### src/rtl/std_fp_sat_acc_if.sv
// Go/done stream bundle between a fixed-point term producer and the saturating accumulator.
// The accumulator attaches to the slave modport; the producer drives the master side.
interface std_fp_sat_acc_if #(
  parameter int WIDTH = 4
);
  logic             i_go;
  logic [WIDTH-1:0] i_in;
  logic             i_in_valid;
  logic [WIDTH-1:0] o_out;
  logic             o_done;
  logic             o_overflow;

  modport master (
    output i_go, i_in, i_in_valid,
    input  o_out, o_done, o_overflow
  );

  modport slave (
    input  i_go, i_in, i_in_valid,
    output o_out, o_done, o_overflow
  );
endinterface

### src/rtl/std_fp_sat_acc.sv
// Saturating accumulator: adds COUNT fixed-point terms in a widened register and returns the sum
// clamped to WIDTH bits, with a one-cycle done pulse and a sticky-until-next-result overflow flag.
module std_fp_sat_acc #(
  parameter int WIDTH      = 4,
  parameter int INT_WIDTH  = 2,
  parameter int FRAC_WIDTH = 2,
  parameter bit SIGNED     = 1'b1,
  parameter int COUNT      = 4
) (
  input logic                i_clk,
  input logic                i_reset,
  std_fp_sat_acc_if.slave    bus
);
  localparam int AW = WIDTH + $clog2(COUNT) + 1;
  localparam int CW = $clog2(COUNT + 1);

  localparam logic [AW-1:0] S_MAX = {{(AW-WIDTH+1){1'b0}}, {(WIDTH-1){1'b1}}};
  localparam logic [AW-1:0] S_MIN = {{(AW-WIDTH+1){1'b1}}, {(WIDTH-1){1'b0}}};
  localparam logic [AW-1:0] U_MAX = {{(AW-WIDTH){1'b0}}, {WIDTH{1'b1}}};

  if (INT_WIDTH + FRAC_WIDTH != WIDTH) begin : g_bad_split
    $error("INT_WIDTH + FRAC_WIDTH must equal WIDTH");
  end

  typedef enum logic [1:0] {
    S_IDLE  = 2'd0,
    S_ACCUM = 2'd1,
    S_DONE  = 2'd2
  } state_t;

  state_t           r_state, w_state_nxt;
  logic [AW-1:0]    r_acc, w_acc_nxt;
  logic [CW-1:0]    r_cnt, w_cnt_nxt;
  logic [WIDTH-1:0] r_out, w_out_nxt;
  logic             r_done, w_done_nxt;
  logic             r_ovf, w_ovf_nxt;
  logic [WIDTH:0]   w_clamp;

  function automatic logic [AW-1:0] ext_f(input logic [WIDTH-1:0] v);
    if (SIGNED) begin
      ext_f = {{(AW-WIDTH){v[WIDTH-1]}}, v};
    end else begin
      ext_f = {{(AW-WIDTH){1'b0}}, v};
    end
  endfunction

  // Returns {clamped, value}; unsigned sums are never negative since terms are zero-extended.
  function automatic logic [WIDTH:0] clamp_f(input logic [AW-1:0] a);
    if (SIGNED) begin
      if ($signed(a) > $signed(S_MAX)) begin
        clamp_f = {1'b1, S_MAX[WIDTH-1:0]};
      end else if ($signed(a) < $signed(S_MIN)) begin
        clamp_f = {1'b1, S_MIN[WIDTH-1:0]};
      end else begin
        clamp_f = {1'b0, a[WIDTH-1:0]};
      end
    end else begin
      if (a > U_MAX) begin
        clamp_f = {1'b1, U_MAX[WIDTH-1:0]};
      end else begin
        clamp_f = {1'b0, a[WIDTH-1:0]};
      end
    end
  endfunction

  // Next-state and datapath update for the IDLE/ACCUM/DONE sequence.
  always_comb begin
    w_state_nxt = r_state;
    w_acc_nxt   = r_acc;
    w_cnt_nxt   = r_cnt;
    w_out_nxt   = r_out;
    w_ovf_nxt   = r_ovf;
    w_done_nxt  = 1'b0;
    w_clamp     = clamp_f(r_acc);
    case (r_state)
      S_IDLE: begin
        if (bus.i_go) begin
          w_state_nxt = S_ACCUM;
          w_acc_nxt   = '0;
          w_cnt_nxt   = '0;
        end else begin
          w_state_nxt = S_IDLE;
        end
      end
      S_ACCUM: begin
        if (!bus.i_go) begin
          w_state_nxt = S_IDLE;
        end else if (bus.i_in_valid) begin
          w_acc_nxt = r_acc + ext_f(bus.i_in);
          w_cnt_nxt = r_cnt + CW'(1);
          if (w_cnt_nxt == CW'(COUNT)) begin
            w_state_nxt = S_DONE;
          end else begin
            w_state_nxt = S_ACCUM;
          end
        end else begin
          w_state_nxt = S_ACCUM;
        end
      end
      S_DONE: begin
        w_out_nxt   = w_clamp[WIDTH-1:0];
        w_ovf_nxt   = w_clamp[WIDTH];
        w_done_nxt  = 1'b1;
        w_state_nxt = S_IDLE;
      end
      default: begin
        w_state_nxt = S_IDLE;
      end
    endcase
  end

  // State and result registers; reset wins over any request.
  always_ff @(posedge i_clk) begin
    if (i_reset) begin
      r_state <= S_IDLE;
      r_acc   <= '0;
      r_cnt   <= '0;
      r_out   <= '0;
      r_done  <= 1'b0;
      r_ovf   <= 1'b0;
    end else begin
      r_state <= w_state_nxt;
      r_acc   <= w_acc_nxt;
      r_cnt   <= w_cnt_nxt;
      r_out   <= w_out_nxt;
      r_done  <= w_done_nxt;
      r_ovf   <= w_ovf_nxt;
    end
  end

  assign bus.o_out      = r_out;
  assign bus.o_done     = r_done;
  assign bus.o_overflow = r_ovf;
endmodule

### src/flat_wrapper.sv
// flat-port wrapper written by rule: the top's interface ports become plain ports
module std_fp_sat_acc_flat 
#(
  parameter int WIDTH      = 4,
  parameter int INT_WIDTH  = 2,
  parameter int FRAC_WIDTH = 2,
  parameter bit SIGNED     = 1'b1,
  parameter int COUNT      = 4
)
  (i_clk, i_reset, bus_i_go, bus_i_in, bus_i_in_valid, bus_o_out, bus_o_done, bus_o_overflow);
  std_fp_sat_acc_if #(.WIDTH(WIDTH)) bus_i ();
  input logic i_clk;
  input logic i_reset;
  input wire logic [$bits(bus_i.i_go)-1:0] bus_i_go;
  input wire logic [$bits(bus_i.i_in)-1:0] bus_i_in;
  input wire logic [$bits(bus_i.i_in_valid)-1:0] bus_i_in_valid;
  output wire logic [$bits(bus_i.o_out)-1:0] bus_o_out;
  output wire logic [$bits(bus_i.o_done)-1:0] bus_o_done;
  output wire logic [$bits(bus_i.o_overflow)-1:0] bus_o_overflow;
  assign bus_i.i_go = bus_i_go;
  assign bus_i.i_in = bus_i_in;
  assign bus_i.i_in_valid = bus_i_in_valid;
  assign bus_o_out = bus_i.o_out;
  assign bus_o_done = bus_i.o_done;
  assign bus_o_overflow = bus_i.o_overflow;
  std_fp_sat_acc #(.WIDTH(WIDTH), .INT_WIDTH(INT_WIDTH), .FRAC_WIDTH(FRAC_WIDTH), .SIGNED(SIGNED), .COUNT(COUNT)) u_core (.i_clk(i_clk), .i_reset(i_reset), .bus(bus_i));
endmodule
### config.mk
export PLATFORM = sky130hd
export DESIGN_NAME = std_fp_sat_acc_flat
export DESIGN_NICKNAME = d
export VERILOG_FILES = /design/src/rtl/std_fp_sat_acc_if.sv /design/src/rtl/std_fp_sat_acc.sv /design/src/flat_wrapper.sv
export SDC_FILE = /design/constraint.sdc
export NUM_CORES = 1
export LEC_CHECK = 0
export BUFFER_PORTS_ARGS = -buffer_cell sky130_fd_sc_hd__buf_2
export CAP_MARGIN = 20
export CORE_ASPECT_RATIO = 1.1
export CORE_UTILIZATION = 63
export CTS_BUF_LIST = sky130_fd_sc_hd__clkbuf_4
export DETAILED_ROUTE_END_ITERATION = 8
export MAX_ROUTING_LAYER = met4
export PLACE_DENSITY = 0.86
export REMOVE_ABC_BUFFERS = 1
export SYNTH_ARGS = -nofsm -noshare
export SYNTH_HDL_FRONTEND = slang
export SYNTH_SLANG_ARGS = --single-unit
### constraint.sdc
create_clock -name i_clk -period 3.8 [get_ports i_clk]
set_input_delay 0.19 -clock i_clk [delete_from_list [all_inputs] [get_ports i_clk]]
set_output_delay 0.19 -clock i_clk [all_outputs]
set_load 0.01 [all_outputs]
==> metrics <==
status=finished, final reports clean; Post-synth ARST share=0%; vias in the first global route=939; clock root buffer=clkbuf_4; dominant synthesized flop cell=dfxtp_1; post-CTS sizing=0; Leakage=0.5221 nW; Synth Instances=119; gp weighted congestion=0.8781; hold-fix buffers at CTS=0; Max-Cap Viols=0; CP Capture Type=register; Critical Path AT=2370 ps; Clock Power Share=30.7%; die height=44.40 um; IO Pins=14; Num CTS Buffers=3; CP Data Required Time=4000 ps; post-synthesis xor/xnor area fraction=0.8505%; sequential share of the synthesized area=34.99%; Critical R2R Launch=u_core.r_acc[0]$_SDFFE_PP0P_; share of layout cells above drive strength 1=15.15%; Fmax=461.1 MHz; flop2flop setup slack=1630 ps; Fin Setup TNS=0 ps; CORE AREA=1436 um^2; leading area contributor after synthesis=dfxtp_1; Fin. Hold Viols=0; Post-DRT Antenna Nets=0; vias=889; Setup crit start kind=register; initial core utilization=71.69%; Clock transition at path regs=110 ps; Slew Limit Fails=0; EDFF count, synth=0; fin crit share=57.08%; # fillers=116; worst r2r dst=u_core.r_acc[6]$_SDFFE_PP0P_; dpl ws=1648 ps; DP HPWL=1603 um; Int Pwr=0.2427 mW; Seq pwr share=58.6%; Simple-Gate Fraction of Synth Area=22.24%; PortBufs=13; WL final=2158 um; Setup Fix Bufs, Post-CTS=0; mux cell area share after synthesis=0.9721%; wire per inst=14.58 um; Worst Reg-to-Reg Cells=7; Worst Skew=1.687 ps; first drt pass iteration count=4; WS Path Type=register to register; Tot Pwr=0.3294 mW; setup ws final=1631 ps; Min Clock Period, post-route=2169 ps; # H-tree levels=1; Die ar.=1800 um^2; Max FO, Critical Path=3; Hold Path Sink=u_core.r_state[1]$_SDFF_PP0_; largest family of logic cells by synthesized area=compound AO/OA/AOI/OAI gates; via density per instance=6.007; cell area after synthesis=1030 um^2; Synth Warn #=0; initial antenna violation count=0; CTS Buffer Depth=2; adder-cell share of the synthesized area=11.66%; Logic pwr share=10.6%; clk_lat worst skew=300 ps; Synth area leaders=dfxtp_1 35%, ha_1 9.7%, nor2_1 6.2%; sw frac=26.32%; Slew @ Worst Pin=357.4 ps; RSZ-0062 raised after global routing=no; synthesized area per cell=8.653 um^2; Residual DRC=0; clock sinks=18; Psw=0.08668 mW; Yosys reg bits=18; number of DRC markers in iteration 0=17; total grt overflow=0; cell row count=14; CTS tree=done; first-pass GRT wire length=3877 um; All-Layer GR Usage=31.80%; Setup Viol. Count Final=0; ANT cells=0; Synth Area in Compound Gates=24.18%; area grow syn2layout=8.262%; worst hold path startpoint=bus_i_in_valid; synth unique cells=39; peak supply drop=0.0001973 V; largest net degree at the start of global routing=22; hold crit path type=input port to register; Hold Path Cell Cnt=3; Nets=150; share of the synthesized area in the top cell type=34.99%; relative slew slack=76.09%; die width=40.55 um; power per cell area=295.4 nW/um^2
-- placed cells by master, fill, tap and decap left out, types with 2 or more instances in the layout --
cell type and count:
a2111o_1 2, a211o_1 3, a21o_1 2, a21oi_1 11, a22oi_1 3, buf_2 13, clkbuf_4 3, dfxtp_1 18
ha_1 8, inv_1 7, nand2_1 6, nand2b_1 5, nand3b_1 2, nor2_1 17, nor3_1 3, o211ai_1 2
o21ai_0 5
-- metal layers --
metal / share of wire (%) / track usage [%] / wire [um]
met2: 51 / 52.38 / 1111
met1: 41 / 35.99 / 895
met5: 0 / - / 0
met4: 2.5 / 16.00 / 54
met3: 4.5 / 4.523 / 97
-- per-stage QoR --
step | hold slack [ps] | instances | util, % | instance area (um^2)
floorplan | 259.1 | 115 | - | 1003
global placement | 436.6 | 144 | 75.78 | 1089
detailed placement | 447.3 | 144 | 75.78 | 1089
CTS | 176.2 | 148 | 77.61 | 1115
global route | 220.2 | 148 | 77.61 | 1115
finish | 175.7 | 148 | 77.61 | 1115
-- state kept, by name, indices dropped and copies added, names as in the netlist --
| name | count |
|---|---|
| u_core.bus.o_out | 4 |
| u_core.r_acc | 7 |
| u_core.r_cnt | 3 |
| u_core.bus.o_done | 1 |
| u_core.r_state | 2 |
| u_core.bus.o_overflow | 1 |
-- power by group through the flow --
stage	clock [mW]	combinational [mW]	sequential, mW
after floorplan	0	0.0211	0.197
after global placement	0	0.0325	0.197
after detailed placement	0	0.0346	0.197
after CTS	0.101	0.0350	0.193
after global routing	0.105	0.0396	0.194
final	0.101	0.0350	0.193
-- how the worst max path moves through the flow --
| stage | start | to | slack (ps) |
|---|---|---|---|
| 2_1_floorplan | u_core.r_acc[0]$_SDFFE_PP0P_ | u_core.r_acc[6]$_SDFFE_PP0P_ | 1790 |
| 3_3_place_gp | u_core.r_acc[0]$_SDFFE_PP0P_ | u_core.r_acc[6]$_SDFFE_PP0P_ | 1730 |
| 3_5_place_dp | u_core.r_acc[0]$_SDFFE_PP0P_ | u_core.r_acc[6]$_SDFFE_PP0P_ | 1650 |
| 4_1_cts | u_core.r_acc[0]$_SDFFE_PP0P_ | u_core.r_acc[6]$_SDFFE_PP0P_ | 1630 |
| 5_1_grt | u_core.r_acc[0]$_SDFFE_PP0P_ | u_core.r_acc[6]$_SDFFE_PP0P_ | 1480 |
| 6_report | u_core.r_acc[0]$_SDFFE_PP0P_ | u_core.r_acc[6]$_SDFFE_PP0P_ | 1630 |
-- worst max-delay path, cell delays in order, from the launching register on --
cell and delay, ps:
dfxtp_1 360, ha_1 200, inv_1 70, fa_1 430, nand2b_1 210, a2111o_1 400, o2111a_1 150, a221o_1 250
-- logic make-up after synthesis --
group / after synthesis
compound gates: 36
simple gates: 43
xor+xnor: 1
flops: 18
fa+ha+maj: 9
mux: 1
buf+inv: 11
-- cell usage after synthesis, drive strengths merged, types with 2 or more instances --
cell type  count
dfxtp         18
o211ai         2
nor2          17
o21ai          6
nand2b         5
a21o           3
a2111o         2
and2b          3
a22oi          3
clkbuf         3
nand2          6
inv            7
nand3b         2
a211o          3
nor3           3
a21oi         11
ha             8
-- layout make-up --
type / instances / area (um^2) / share of cell area (%)
multi-input combinational: 90 / 616.8 / 55.33
sequential: 18 / 360.3 / 32.32
timing repair buffer: 13 / 65.06 / 5.836
inverter: 7 / 26.28 / 2.357
clock buffer: 3 / 22.52 / 2.020
tap: 16 / 20.02 / 1.796
clock inverter: 1 / 3.754 / 0.3367
No activity file was read; power rests on OpenSTA's default activity.
